`config.mk`:
```
export PLATFORM = sky130hd
export DESIGN_NAME = ladder_sprite_engine_flat
export DESIGN_NICKNAME = d
export VERILOG_FILES = /design/src/rtl/ladder_sprite_engine_pkg.sv /design/src/rtl/ladder_sprite_engine_if.sv /design/src/rtl/ladder_sprite_engine_hit_unit.sv /design/src/rtl/ladder_sprite_engine.sv /design/src/flat_wrapper.sv
export SDC_FILE = /design/constraint.sdc
export NUM_CORES = 1
export LEC_CHECK = 0
export CORE_ASPECT_RATIO = 0.8
export CORE_MARGIN = 5
export CORE_UTILIZATION = 40
export DETAILED_ROUTE_END_ITERATION = 6
export PLACE_DENSITY = 0.52
export SKIP_LAST_GASP = 1
export SYNTH_ARGS = -nofsm -noshare
export SYNTH_HDL_FRONTEND = slang
export SYNTH_HIERARCHICAL = 1
export SYNTH_SLANG_ARGS = --single-unit
```
`constraint.sdc`:
```
create_clock -name Clk -period 9.3 [get_ports Clk]
set_input_delay 1.395 -clock Clk [delete_from_list [all_inputs] [get_ports Clk]]
set_output_delay 1.395 -clock Clk [all_outputs]
set_load 0.1 [all_outputs]
```
`src/rtl/ladder_sprite_engine_pkg.sv`:
```
// rtl/ladder_sprite_engine_pkg.sv - shared widths, config record and default ladder pattern
package ladder_pkg;

  localparam int SPRITE_W    = 14;
  localparam int TILE_H      = 7;
  localparam int NUM_LADDERS = 4;
  localparam int X_W         = 10;
  localparam int Y_W         = 10;
  localparam int LEN_W       = 8;

  // Width of an index/counter that must hold 0..n-1, never narrower than one bit
  function automatic int clog2_min1(input int n);
    return (n > 1) ? $clog2(n) : 1;
  endfunction

  localparam int IDX_W = clog2_min1(NUM_LADDERS);

  // Column 0 is the MSB (leftmost pixel); rails occupy cols 0-1 and 12-13
  localparam logic [SPRITE_W-1:0] LADDER_RAIL = 14'h3003;
  localparam logic [SPRITE_W-1:0] LADDER_RUNG = 14'h3FFF;

  // Row 0 is the ladder's top row; rows 3-4 of each period carry the rung
  localparam logic [0:TILE_H-1][SPRITE_W-1:0] LADDER_TILE = {
    LADDER_RAIL, LADDER_RAIL, LADDER_RAIL,
    LADDER_RUNG, LADDER_RUNG,
    LADDER_RAIL, LADDER_RAIL
  };

  typedef struct packed {
    logic [X_W-1:0]   x;
    logic [Y_W-1:0]   y;
    logic [LEN_W-1:0] len;
    logic             en;
  } ladder_cfg_t;

endpackage

```
`src/rtl/ladder_sprite_engine_if.sv`:
```
// rtl/ladder_sprite_engine_if.sv - config write port, pixel scan input and pixel result output
interface ladder_sprite_engine_if #(
  parameter int IDX_W = 2,
  parameter int X_W   = 10,
  parameter int Y_W   = 10,
  parameter int LEN_W = 8
);
  logic             cfg_we;
  logic [IDX_W-1:0] cfg_idx;
  logic [X_W-1:0]   cfg_x;
  logic [Y_W-1:0]   cfg_y;
  logic [LEN_W-1:0] cfg_len;
  logic             cfg_en;
  logic             frame_start;
  logic             pix_valid;
  logic [X_W-1:0]   DrawX;
  logic [Y_W-1:0]   DrawY;
  logic             px_valid;
  logic             px_on;
  logic [IDX_W-1:0] px_idx;

  modport master (
    output cfg_we, cfg_idx, cfg_x, cfg_y, cfg_len, cfg_en, frame_start,
    output pix_valid, DrawX, DrawY,
    input  px_valid, px_on, px_idx
  );

  modport slave (
    input  cfg_we, cfg_idx, cfg_x, cfg_y, cfg_len, cfg_en, frame_start,
    input  pix_valid, DrawX, DrawY,
    output px_valid, px_on, px_idx
  );
endinterface

```
`src/rtl/ladder_sprite_engine_hit_unit.sv`:
```
// rtl/ladder_sprite_engine_hit_unit.sv - one ladder's bounding-box test and local row/column
module ladder_hit_unit
  import ladder_pkg::*;
#(
  parameter int SPRITE_W = 14,
  parameter int TILE_H   = 7,
  parameter int X_W      = 10,
  parameter int Y_W      = 10,
  parameter int LEN_W    = 8,
  parameter int ROW_W    = clog2_min1(TILE_H),
  parameter int COL_W    = clog2_min1(SPRITE_W)
) (
  input  logic             i_pix_valid,
  input  logic [X_W-1:0]   i_draw_x,
  input  logic [Y_W-1:0]   i_draw_y,
  input  logic [X_W-1:0]   i_x,
  input  logic [Y_W-1:0]   i_y,
  input  logic [LEN_W-1:0] i_len,
  input  logic             i_en,
  output logic             o_inbox,
  output logic [ROW_W-1:0] o_row,
  output logic [COL_W-1:0] o_col
);

  // One extra bit on the far edges so ladders hanging off the screen clip instead of wrapping
  localparam int YS_W = ((Y_W > LEN_W) ? Y_W : LEN_W) + 1;

  logic [X_W:0]    w_x_end;
  logic [YS_W-1:0] w_y_end;
  logic            w_in_x;
  logic            w_in_y;
  logic [Y_W-1:0]  w_dy;

  assign w_x_end = {1'b0, i_x} + (X_W+1)'(SPRITE_W);
  assign w_y_end = YS_W'(i_y) + YS_W'(i_len);
  assign w_in_x  = (i_draw_x >= i_x) && ({1'b0, i_draw_x} < w_x_end);
  assign w_in_y  = (i_draw_y >= i_y) && (YS_W'(i_draw_y) < w_y_end);
  assign o_inbox = i_pix_valid && i_en && (i_len != '0) && w_in_x && w_in_y;

  // Pattern phase is anchored at the ladder's own top row
  assign w_dy  = i_draw_y - i_y;
  assign o_row = ROW_W'(w_dy % Y_W'(TILE_H));
  assign o_col = COL_W'(i_draw_x - i_x);

endmodule

```
`src/rtl/ladder_sprite_engine.sv`:
```
// rtl/ladder_sprite_engine.sv - double-buffered multi-ladder sprite renderer, 2-cycle pixel pipeline
module ladder_sprite_engine
  import ladder_pkg::*;
#(
  parameter int SPRITE_W    = ladder_pkg::SPRITE_W,
  parameter int TILE_H      = ladder_pkg::TILE_H,
  parameter logic [0:TILE_H-1][SPRITE_W-1:0] TILE = ladder_pkg::LADDER_TILE,
  parameter int NUM_LADDERS = ladder_pkg::NUM_LADDERS,
  parameter int X_W         = ladder_pkg::X_W,
  parameter int Y_W         = ladder_pkg::Y_W,
  parameter int LEN_W       = ladder_pkg::LEN_W,
  parameter int IDX_W       = clog2_min1(NUM_LADDERS)
) (
  input logic                    Clk,
  input logic                    Reset_n,
  ladder_sprite_engine_if.slave  bus
);

  localparam int ROW_W = clog2_min1(TILE_H);
  localparam int COL_W = clog2_min1(SPRITE_W);

  typedef struct packed {
    logic [X_W-1:0]   x;
    logic [Y_W-1:0]   y;
    logic [LEN_W-1:0] len;
    logic             en;
  } cfg_t;

  cfg_t r_shadow [NUM_LADDERS];
  cfg_t r_active [NUM_LADDERS];

  logic [NUM_LADDERS-1:0] w_inbox;
  logic [ROW_W-1:0]       w_row [NUM_LADDERS];
  logic [COL_W-1:0]       w_col [NUM_LADDERS];

  logic [NUM_LADDERS-1:0] r_inbox;
  logic [ROW_W-1:0]       r_row [NUM_LADDERS];
  logic [COL_W-1:0]       r_col [NUM_LADDERS];
  logic                   r_pv;

  logic [NUM_LADDERS-1:0] w_bits;
  logic [IDX_W-1:0]       w_hit_idx;

  logic                   r_px_valid;
  logic                   r_px_on;
  logic [IDX_W-1:0]       r_px_idx;

  // Shadow takes writes; a commit copies the pre-write shadow, so a same-cycle write waits a frame
  always_ff @(posedge Clk) begin
    if (!Reset_n) begin
      for (int i = 0; i < NUM_LADDERS; i++) begin
        r_shadow[i] <= '0;
        r_active[i] <= '0;
      end
    end else begin
      if (bus.frame_start) begin
        r_active <= r_shadow;
      end
      if (bus.cfg_we && (int'(bus.cfg_idx) < NUM_LADDERS)) begin
        r_shadow[bus.cfg_idx] <= '{x: bus.cfg_x, y: bus.cfg_y, len: bus.cfg_len, en: bus.cfg_en};
      end
    end
  end

  for (genvar g = 0; g < NUM_LADDERS; g++) begin : g_hit
    ladder_hit_unit #(
      .SPRITE_W (SPRITE_W),
      .TILE_H   (TILE_H),
      .X_W      (X_W),
      .Y_W      (Y_W),
      .LEN_W    (LEN_W),
      .ROW_W    (ROW_W),
      .COL_W    (COL_W)
    ) u_hit (
      .i_pix_valid (bus.pix_valid),
      .i_draw_x    (bus.DrawX),
      .i_draw_y    (bus.DrawY),
      .i_x         (r_active[g].x),
      .i_y         (r_active[g].y),
      .i_len       (r_active[g].len),
      .i_en        (r_active[g].en),
      .o_inbox     (w_inbox[g]),
      .o_row       (w_row[g]),
      .o_col       (w_col[g])
    );
  end

  // Stage 1: capture every ladder's box result and local coordinates
  always_ff @(posedge Clk) begin
    if (!Reset_n) begin
      r_inbox <= '0;
      r_pv    <= 1'b0;
      for (int i = 0; i < NUM_LADDERS; i++) begin
        r_row[i] <= '0;
        r_col[i] <= '0;
      end
    end else begin
      r_inbox <= w_inbox;
      r_pv    <= bus.pix_valid;
      r_row   <= w_row;
      r_col   <= w_col;
    end
  end

  // Stage 2 lookup: pattern bit per ladder, then fixed priority with index 0 winning
  always_comb begin
    w_bits    = '0;
    w_hit_idx = '0;
    for (int i = 0; i < NUM_LADDERS; i++) begin
      if (r_inbox[i]) begin
        w_bits[i] = TILE[r_row[i]][SPRITE_W-1-int'(r_col[i])];
      end
    end
    for (int i = NUM_LADDERS-1; i >= 0; i--) begin
      if (w_bits[i]) begin
        w_hit_idx = IDX_W'(i);
      end
    end
  end

  // Stage 2 output registers
  always_ff @(posedge Clk) begin
    if (!Reset_n) begin
      r_px_valid <= 1'b0;
      r_px_on    <= 1'b0;
      r_px_idx   <= '0;
    end else begin
      r_px_valid <= r_pv;
      r_px_on    <= |w_bits;
      r_px_idx   <= w_hit_idx;
    end
  end

  assign bus.px_valid = r_px_valid;
  assign bus.px_on    = r_px_on;
  assign bus.px_idx   = r_px_idx;

endmodule

```
`src/flat_wrapper.sv`:
```
// flat-port wrapper written by rule: the top's interface ports become plain ports
module ladder_sprite_engine_flat import ladder_pkg::*;
#(
  parameter int SPRITE_W    = ladder_pkg::SPRITE_W,
  parameter int TILE_H      = ladder_pkg::TILE_H,
  parameter logic [0:TILE_H-1][SPRITE_W-1:0] TILE = ladder_pkg::LADDER_TILE,
  parameter int NUM_LADDERS = ladder_pkg::NUM_LADDERS,
  parameter int X_W         = ladder_pkg::X_W,
  parameter int Y_W         = ladder_pkg::Y_W,
  parameter int LEN_W       = ladder_pkg::LEN_W,
  parameter int IDX_W       = clog2_min1(NUM_LADDERS)
)
  (Clk, Reset_n, bus_cfg_we, bus_cfg_idx, bus_cfg_x, bus_cfg_y, bus_cfg_len, bus_cfg_en, bus_frame_start, bus_pix_valid, bus_DrawX, bus_DrawY, bus_px_valid, bus_px_on, bus_px_idx);
  ladder_sprite_engine_if #(.IDX_W(IDX_W), .X_W(X_W), .Y_W(Y_W), .LEN_W(LEN_W)) bus_i ();
  input logic Clk;
  input logic Reset_n;
  input wire logic [$bits(bus_i.cfg_we)-1:0] bus_cfg_we;
  input wire logic [$bits(bus_i.cfg_idx)-1:0] bus_cfg_idx;
  input wire logic [$bits(bus_i.cfg_x)-1:0] bus_cfg_x;
  input wire logic [$bits(bus_i.cfg_y)-1:0] bus_cfg_y;
  input wire logic [$bits(bus_i.cfg_len)-1:0] bus_cfg_len;
  input wire logic [$bits(bus_i.cfg_en)-1:0] bus_cfg_en;
  input wire logic [$bits(bus_i.frame_start)-1:0] bus_frame_start;
  input wire logic [$bits(bus_i.pix_valid)-1:0] bus_pix_valid;
  input wire logic [$bits(bus_i.DrawX)-1:0] bus_DrawX;
  input wire logic [$bits(bus_i.DrawY)-1:0] bus_DrawY;
  output wire logic [$bits(bus_i.px_valid)-1:0] bus_px_valid;
  output wire logic [$bits(bus_i.px_on)-1:0] bus_px_on;
  output wire logic [$bits(bus_i.px_idx)-1:0] bus_px_idx;
  assign bus_i.cfg_we = bus_cfg_we;
  assign bus_i.cfg_idx = bus_cfg_idx;
  assign bus_i.cfg_x = bus_cfg_x;
  assign bus_i.cfg_y = bus_cfg_y;
  assign bus_i.cfg_len = bus_cfg_len;
  assign bus_i.cfg_en = bus_cfg_en;
  assign bus_i.frame_start = bus_frame_start;
  assign bus_i.pix_valid = bus_pix_valid;
  assign bus_i.DrawX = bus_DrawX;
  assign bus_i.DrawY = bus_DrawY;
  assign bus_px_valid = bus_i.px_valid;
  assign bus_px_on = bus_i.px_on;
  assign bus_px_idx = bus_i.px_idx;
  ladder_sprite_engine #(.SPRITE_W(SPRITE_W), .TILE_H(TILE_H), .TILE(TILE), .NUM_LADDERS(NUM_LADDERS), .X_W(X_W), .Y_W(Y_W), .LEN_W(LEN_W), .IDX_W(IDX_W)) u_core (.Clk(Clk), .Reset_n(Reset_n), .bus(bus_i));
endmodule
```
; After elaboration in Yosys (flattened, before gate mapping)
; Memories as Yosys holds them, arrays and structs flattened.
; Index checks and enable logic that the tools add are counted.
[totals]
out_inout_bits = 4
memories = 4
input_bits = 56
mem_bits_ro = 448
wordCells = 168
reg_bits = 269
[classes]
n_mux = 30
div_mod_pow = 4
n_bitwise = 6
order_cmp = 26
n_addsub = 20
n_reduce_logical = 32
[mem_list]
columns = memory, depth, word_bits, read_ports, rd_clocked_by_memory_dff, wr, line_no
row1 = (name not given), 8, 14, 1, 0, 0, ladder_sprite_engine.sv:111  ; w_bits[i] = TILE[r_row[i]][SPRITE_W-1-int'(r_col[i])];
row2 = (name not given), 8, 14, 1, 0, 0, ladder_sprite_engine.sv:111
row3 = (name not given), 8, 14, 1, 0, 0, ladder_sprite_engine.sv:111
row4 = (name not given), 8, 14, 1, 0, 0, ladder_sprite_engine.sv:111
[op_table]
columns = operator, n
row1 = $lt A32 B6 Y1 const B, 4
row2 = $bwmux W116, 1
row3 = $mux W14, 8
row4 = $lt A10 B11 Y1, 8
row5 = $ge A10 B10 Y1, 8
row6 = $demux W29 S2, 1
row7 = $add A10 B4 Y11 const B, 4
row8 = $add A10 B8 Y11, 4
row9 = $mod A10 B3 Y10 const B, 4
row10 = $sub A10 B10 Y10, 4
row11 = $reduce_bool A8 Y1, 4
row12 = $mux W29, 1
row13 = $logic_and A1 B1 Y1, 25
row14 = $sub A4 B4 Y5 const A, 4
row15 = $bmux W1 S4, 4
row16 = $ge A4 B4 Y1 const B, 4
row17 = $not A3 Y4, 4
row18 = $sub A4 B4 Y4, 4
row19 = $mux W1, 13
row20 = $mux W2, 2
row21 = $reduce_or A4 Y1, 1
row22 = $ge A3 B3 Y1 const B, 1
row23 = $lt A3 B1 Y1 const B, 1
row24 = $not A2 Y3, 1
row25 = 3 further kinds, 3

; Depth between registers and ports, before layout
; Gate-level depths: netlist of the first run.
[logic_depth]
word_depth = 11
depth_mapped = 28
depth_no_buf = 26

; Modules after synthesis
; The synthesis of the first run kept the hierarchy.
[modules_own_cells]
columns = module, instances, cells_per_inst, seq_area_each_um2, area_per_inst_um2
row1 = ladder_sprite_engine, 1, 989, 5305.1, 9840.7
row2 = ladder_hit_unit (u_core.g_hit[0].u_hit ...), 3, 365, 0.0, 2792.7
row3 = ladder_hit_unit (u_core.g_hit[2].u_hit), 1, 382, 0.0, 2840.2

; Least setup slack after synthesis of the first run
; Ideal clock, no wire load.
[synth_path]
path_kind = input to register
start = input bus_DrawY[0]
end = register u_core/r_row[10] in the netlist's numbering
path_stages = 26
path_buffers = 1
t_required_ps = 9185
setup_slack_ps = 2408
setup_ps = 115
t_arrival_ps = 6778
path_cell_list = inv_1 -> ha_1 -> inv_1 -> fa_1 -> a211oi_1 -> nor2_1 -> a2111oi_4 -> or2_2 -> clkbuf_1 -> o21ai_0 -> and3_1 -> o31ai_2 -> a21oi_1 -> o311ai_0 -> nand2_1 -> ha_1 -> maj3_2 -> a221oi_4 -> nand3_1 -> o21ai_0 -> ha_1 -> inv_1 -> a31o_1 -> o211ai_2 -> mux2_4 -> and2_1
[synth_rtl]
columns = item, line_no
row1 = "start, declared", flat_wrapper.sv:26  ; input wire logic [$bits(bus_i.DrawY)-1:0] bus_DrawY;
row2 = "end signal, assigned", ladder_sprite_engine.sv:100  ; r_row <= w_row;
row3 = "end, declared", ladder_sprite_engine.sv:37  ; logic [ROW_W-1:0] r_row [NUM_LADDERS];

==> results by group, run 1 <==
Run status
  – Status: completed

Clocking
  – # resized after CTS: 0
  – Clk buf depth: 3
  – Postcts setup bufs: 0
  – Clock sink count: 265
  – Root Buffer: clkbuf_16
  – CTS tree: yes
  – TritonCTS Buffers: 31
  – Htree depth: 1
  – Clock Pin Slew Worst Setup and Hold Paths: 0.07 ns
  – Hold_buf cts: 0
  – Clk_lat worst skew: 0.57 ns

STA
  – RSZ-0062 raised after global routing: no
  – Relative slew slack: between 20% and 30%
  – Crit path time final: 8.011 ns
  – Setup violators final: 0
  – Setup WS post-layout: around 1.3 ns
  – Setup TNS: 0 ns
  – Final Max Tran Viols: 0
  – Slew @ Worst Pin: between 1 and 1.5 ns
  – Final period util: 86.14%
  – Final Hold Viols: 0
  – Peak Freq: 124.8 MHz
  – Skew final: 0.02216 ns

Synth
  – Mapped Cells: between 2000 and 2500
  – Mean post-synth cell area: around 8.5 sq um
  – Yosys warning count: 6
  – Synthesized area: around 21000 sq um
  – Syn nets: 2730

Global route
  – Grt ovf: 0
  – Initial antenna violation count: 0
  – Total track usage: between 20% and 30%
  – Largest net degree at the start of global routing: 136
  – First-pass GRT wire length: between 90 and 100 mm
  – Number of global-route vias before repair: approximately 17000

Setup path
  – CP endpoint kind: flip-flop
  – CP Capture Point: u_core/r_row[10]$_SDFF_PN0_
  – CP startpoint kind: primary input
  – CP max-delay cell: clkdlybuf4s50_1
  – R2r endpoint: u_core/r_row[10]$_SDFF_PN0_
  – CP arrival: about 8.5 ns
  – Worst path cell trace: clkdlybuf4s50_1 -> ha_1 -> and3_1 -> a21oi_1 -> mux2_2 -> nor3_2 -> xnor2_1 -> a221oi_1 -> a311oi_1 -> a21oi_1 -> o311ai_0 -> nand2_1 -> ha_1 -> maj3_2 -> a221oi_4 -> nand3_1 -> o21ai_0 -> ha_1 -> inv_1 -> a31o_1 -> o211ai_2 -> mux2_4 -> and2_1
  – Crit-path max cell delay: roughly 0.77 ns
  – Worst-path maximum fanout: 14
  – Reg2reg setup slack: between 2 and 3 ns
  – Crit Path Class: in -> reg
  – Worst setup path start: bus_DrawY[5]
  – R2R Path Start: u_core/r_active[104]$_SDFFE_PN0P_
  – Worst R2R Path Depth: 23
  – Critical Path RT: a little under 10 ns
  – Crit path top cell by count: ha_1

Layout
  – Final core utilization: between 40% and 50%
  – Final #Nets: 2726
  – Ant diodes: 0
  – Share of layout cells above drive strength 1: 7.575%
  – Area delta synth->final: 9.561%
  – Non-Filler Instances: about 3200

Power
  – Power per Cell Area: approximately 160 nW/um^2
  – Pleak: a little under 9 nW
  – Peak supply drop: around 130 uV
  – Overall power: around 3.7 mW

Die
  – Die Span Y: between 200 and 250 um
  – Die area: around 57000 sq um
  – # rows: 75
  – Starting Density: between 40% and 50%
  – Die width: approximately 270 um
  – Ports: 60
  – Core area: 52270 sq um

Route
  – Drt drc: 0
  – Routed length per placed instance: 19.16 um
  – Initial DRC count: 1282
  – Initial DRT Pass Iterations: 5
  – Final antenna-violating net count: 0
  – Detailed-route via count: between 15000 and 20000
  – WL final: 60.83 mm
  – Vias per inst: approximately 5.6

Placed design
  – Worst setup slack after placement: around 0.76 ns
  – Placed cells: approximately 3100
  – Hpwl dp: 45.09 mm
  – Final GP Congestion: ~0.87
  – PortBufs: 59

Worst hold path
  – Worst hold start: u_core/r_pv$_SDFF_PN0_
  – Hold Crit Class: reg -> reg

Job
  – Max-Cap Viols: 0
-- worst min path at each step --
stage	endpoint	slack, ns	depth (start not counted)
finish	u_core/bus.px_valid$_SDFF_PN0_	0.43	1
global placement	u_core/bus.px_valid$_SDFF_PN0_	0.43	1
detailed placement	u_core/bus.px_valid$_SDFF_PN0_	0.43	1
global route	u_core/bus.px_valid$_SDFF_PN0_	0.46	1
CTS	u_core/bus.px_valid$_SDFF_PN0_	0.44	1
floorplan	u_core/bus.px_valid$_SDFF_PN0_	0.41	1
-- worst max-delay path: cells and delay by family --
family,cells,cell delay [ns]
fa+ha+maj,4,1.50
mux,2,0.63
xor+xnor,1,0.21
compound gates,9,2.41
simple gates,5,1.50
buf+inv,2,0.83
-- cell usage in the layout, fill, tap and decap left out, types with 33 or more instances in the layout --
| master | count |
|---|---|
| a21boi_0 | 120 |
| mux2i_1 | 126 |
| a21oi_1 | 112 |
| nand2b_1 | 35 |
| inv_1 | 135 |
| dfxtp_1 | 265 |
| ha_1 | 200 |
| nand2_1 | 317 |
| o21ai_0 | 73 |
| nand3_1 | 43 |
| nor2b_1 | 150 |
| and2_1 | 34 |
| xnor2_1 | 98 |
| nor3_1 | 33 |
| clkdlybuf4s50_1 | 57 |
| a21o_1 | 45 |
| nor2_1 | 60 |
-- metrics by stage --
step           hold WS, ns  instance area, sq um
3_3_place_gp        0.4311                 22060
5_1_grt             0.4613                 23060
6_report            0.4309                 23060
2_1_floorplan       0.4119                 21040
3_5_place_dp        0.4285                 22060
4_1_cts             0.4390                 23060
-- registers in the layout, indices dropped and copies added, names as in the netlist --
| name | cells |
|---|---|
| u_core/r_active | 116 |
| u_core/bus.px_on | 1 |
| u_core/r_shadow | 116 |
| u_core/bus.px_idx | 2 |
| u_core/r_row | 12 |
| u_core/bus.px_valid | 1 |
| u_core/r_inbox | 4 |
| u_core/r_col | 12 |
| u_core/r_pv | 1 |
-- metal layers --
layer  vias up  track usage [%]  wire length, um  share of wire, %
met4         0            2.814              690               1.1
met1      8558            32.14            32150                53
li1       8838                -                -                 -
met5         -                0                0                 0
met3        59            2.218             2569               4.2
met2       383            30.10            25430                42
-- cell type report --
class                   count  area (sq um)
multi-input cells        1948         14670
clock buffers              38         852.1
repair buffers             73         698.2
flip-flops and latches    265          5305
clock inverters            19         143.9
inverters                 139         521.8
fillers                  5170         29210
well taps                 693         867.1
-- power by group --
| group | internal, mW | switching [mW] | leakage [nW] | total (mW) |
|---|---|---|---|---|
| combinational | 0.517 | 0.733 | 6.14 | 1.25 |
| sequential | 1.19 | 0.0287 | 2.15 | 1.22 |
| clock | 0.681 | 0.520 | 0.500 | 1.20 |
| total | 2.39 | 1.28 | 8.79 | 3.67 |
No activity file was read; power rests on OpenSTA's default activity.
==> run 2, diff against run 1 <==
CORE_ASPECT_RATIO = 1.1   (was 0.8)
==> results by group, run 2 (same netlist as run 1, synthesis figures left out) <==
Run status
  – Status: completed

Die
  – Starting Density: between 40% and 50%
  – Core area: 52300 sq um
  – Ports: 60
  – Die width: between 200 and 250 um
  – # rows: a little under 90
  – Die area: 57300 sq um
  – Die Span Y: around 250 um

Route
  – Drt drc: 0
  – Routed length per placed instance: 19.69 um
  – Vias per inst: roughly 5.6
  – Initial DRC count: approximately 1100
  – WL final: around 62 mm
  – Final antenna-violating net count: 0
  – Highest metal used: met4
  – Wl on met1: 29.72 mm
  – Detailed-route via count: roughly 18000
  – Initial DRT Pass Iterations: 5
  – Wire length on met2: 29.81 mm
  – Length of routed met3 wiring: between 1.5 and 2 mm

Layout
  – Area delta synth->final: 10.16%
  – Non-Filler Instances: between 3000 and 4000
  – Share of layout cells above drive strength 1: 7.578%
  – Fillcell total: 5068
  – Most frequent cells in the layout: nand2_1, dfxtp_1, ha_1, nor2b_1, inv_1
  – Most common cell after layout, fill and taps aside: nand2_1
  – Area of the multi-input gates: between 10000 and 15000 sq um
  – Final #Nets: 2727
  – Ant diodes: 0
  – FF+latch area: approximately 5300 sq um
  – Regs by FF count: u_core/r_active x116, u_core/r_shadow x116

STA
  – Final Hold Viols: 0
  – Setup TNS: 0 ns
  – Skew final: between 0.01 and 0.015 ns
  – Crit path time final: around 7.9 ns
  – Peak Freq: ~130 MHz
  – Slew @ Worst Pin: 1.092 ns
  – RSZ-0062 raised after global routing: no
  – Relative slew slack: 27.18%
  – Setup violators final: 0
  – Final Max Tran Viols: 0
  – Final period util: between 80% and 90%

Power
  – Share of power burned in registers: 31.8%
  – Clk network pwr share: between 30% and 40%
  – Pleak: 8.847 nW
  – P_sw: around 1.3 mW
  – Cell Int Power: between 2 and 3 mW
  – Power per Cell Area: roughly 170 nW/um^2
  – Gate power share: 32.7%
  – Peak supply drop: 130.3 uV
  – Sw frac: 33.40%

Global route
  – Grt ovf: 0
  – Number of global-route vias before repair: about 17000
  – Largest net degree at the start of global routing: 143
  – Total track usage: between 20% and 30%
  – First-pass GRT wire length: roughly 98 mm
  – Initial antenna violation count: 0

Setup path
  – CP startpoint kind: primary input
  – Crit Path Class: in -> reg
  – Critical path's top delay family: compound AO/OA/AOI/OAI gates
  – Worst path cell trace: clkdlybuf4s50_1 -> ha_1 -> nand2_1 -> o21ai_1 -> mux2_2 -> nor3_2 -> xnor2_1 -> a221oi_1 -> a311oi_1 -> a21oi_1 -> o311ai_0 -> nand2_1 -> ha_1 -> maj3_2 -> a221oi_4 -> nand3_1 -> o21ai_0 -> ha_1 -> inv_1 -> a31o_1 -> o211ai_2 -> mux2_4 -> and2_1
  – Worst setup path start: bus_DrawY[8]
  – Worst-path maximum fanout: 14
  – Crit-path max cell delay: just over 0.7 ns
  – CP endpoint kind: flip-flop
  – Worst path buffer plus inverter count: 2
  – R2R Path Start: u_core/r_active[104]$_SDFFE_PN0P_
  – Critical Path RT: about 9.8 ns
  – CP arrival: ~8.4 ns
  – CP max-delay cell: nor3_2
  – Crit path top cell by count: ha_1

Clocking
  – Hold_buf cts: 0
  – TritonCTS Buffers: 31
  – Htree depth: 1
  – Clock Pin Slew Worst Setup and Hold Paths: around 0.06 ns
  – Clk buf depth: 3
  – # resized after CTS: 0
  – Postcts setup bufs: 0
  – CTS tree: yes
  – Clock sink count: around 270
  – Root Buffer: clkbuf_16
  – Clk_lat worst skew: approximately 0.57 ns

Job
  – Max-Cap Viols: 0

Worst hold path
  – Hold Crit Class: reg -> reg
  – Worst hold start: u_core/r_pv$_SDFF_PN0_

Placed design
  – Placed cells: about 3100
  – Hpwl dp: ~47 mm
  – PortBufs: 59
  – Final GP Congestion: roughly 0.84
-- run 2: worst register-to-register path, stage by stage (launching register included) --
cell	delay (ns)
dfxtp_1	0.43
inv_1	0.17
ha_1	0.52
nand2_1	0.09
o21ai_1	0.34
mux2_2	0.43
nor3_2	0.71
xnor2_1	0.21
a221oi_1	0.13
a311oi_1	0.45
a21oi_1	0.28
o311ai_0	0.55
nand2_1	0.15
ha_1	0.25
maj3_2	0.35
a221oi_4	0.39
nand3_1	0.13
o21ai_0	0.13
ha_1	0.21
inv_1	0.05
a31o_1	0.19
o211ai_2	0.20
mux2_4	0.32
and2_1	0.15
-- run 2: power groups by stage --
stage	Combinational [mW]	Sequential, mW	Clock (mW)
2_1_floorplan	0.958	1.23	0
3_3_place_gp	1.23	1.24	0
3_5_place_dp	1.24	1.24	0
4_1_cts	1.24	1.22	1.40
5_1_grt	1.37	1.23	1.44
6_report	1.25	1.22	1.36
-- run 2: through the flow --
step,instance area (sq um),util (%),setup WS [ns],power (mW),hold slack [ns]
3_3_place_gp,22050,42.16,1.049,2.469,0.4303
3_5_place_dp,22050,42.16,0.8035,2.482,0.4306
6_report,23180,44.33,1.360,3.828,0.4422
5_1_grt,23180,44.33,0.9060,4.038,0.4601
2_1_floorplan,21040,-,2.408,2.193,0.4119
4_1_cts,23180,44.33,1.437,3.859,0.4436
-- run 2: final cells by class --
cell class,count,area share (%)
clock inverters,17,1.209
multi-input cells,1948,63.29
flip-flops and latches,265,22.88
inverters,139,2.251
well taps,675,3.643
repair buffers,74,3.044
clock buffers,38,3.676
-- run 2: layer usage --
layer,vias to the layer above,track usage (%)
met5,-,0
met4,0,3.423
met3,61,1.904
met2,324,36.23
met1,8541,28.53
li1,8860,-
-- run 2: path summary, 6_finish.rpt --
check / end / slack, ns / cells after the start
setup reg to reg: u_core/r_row[10]$_SDFF_PN0_ / 2.36 / 23
setup / recovery: u_core/r_row[10]$_SDFF_PN0_ / 1.36 / 23
hold / removal: u_core/bus.px_valid$_SDFF_PN0_ / 0.44 / 1
hold reg to reg: u_core/bus.px_valid$_SDFF_PN0_ / 0.44 / 1
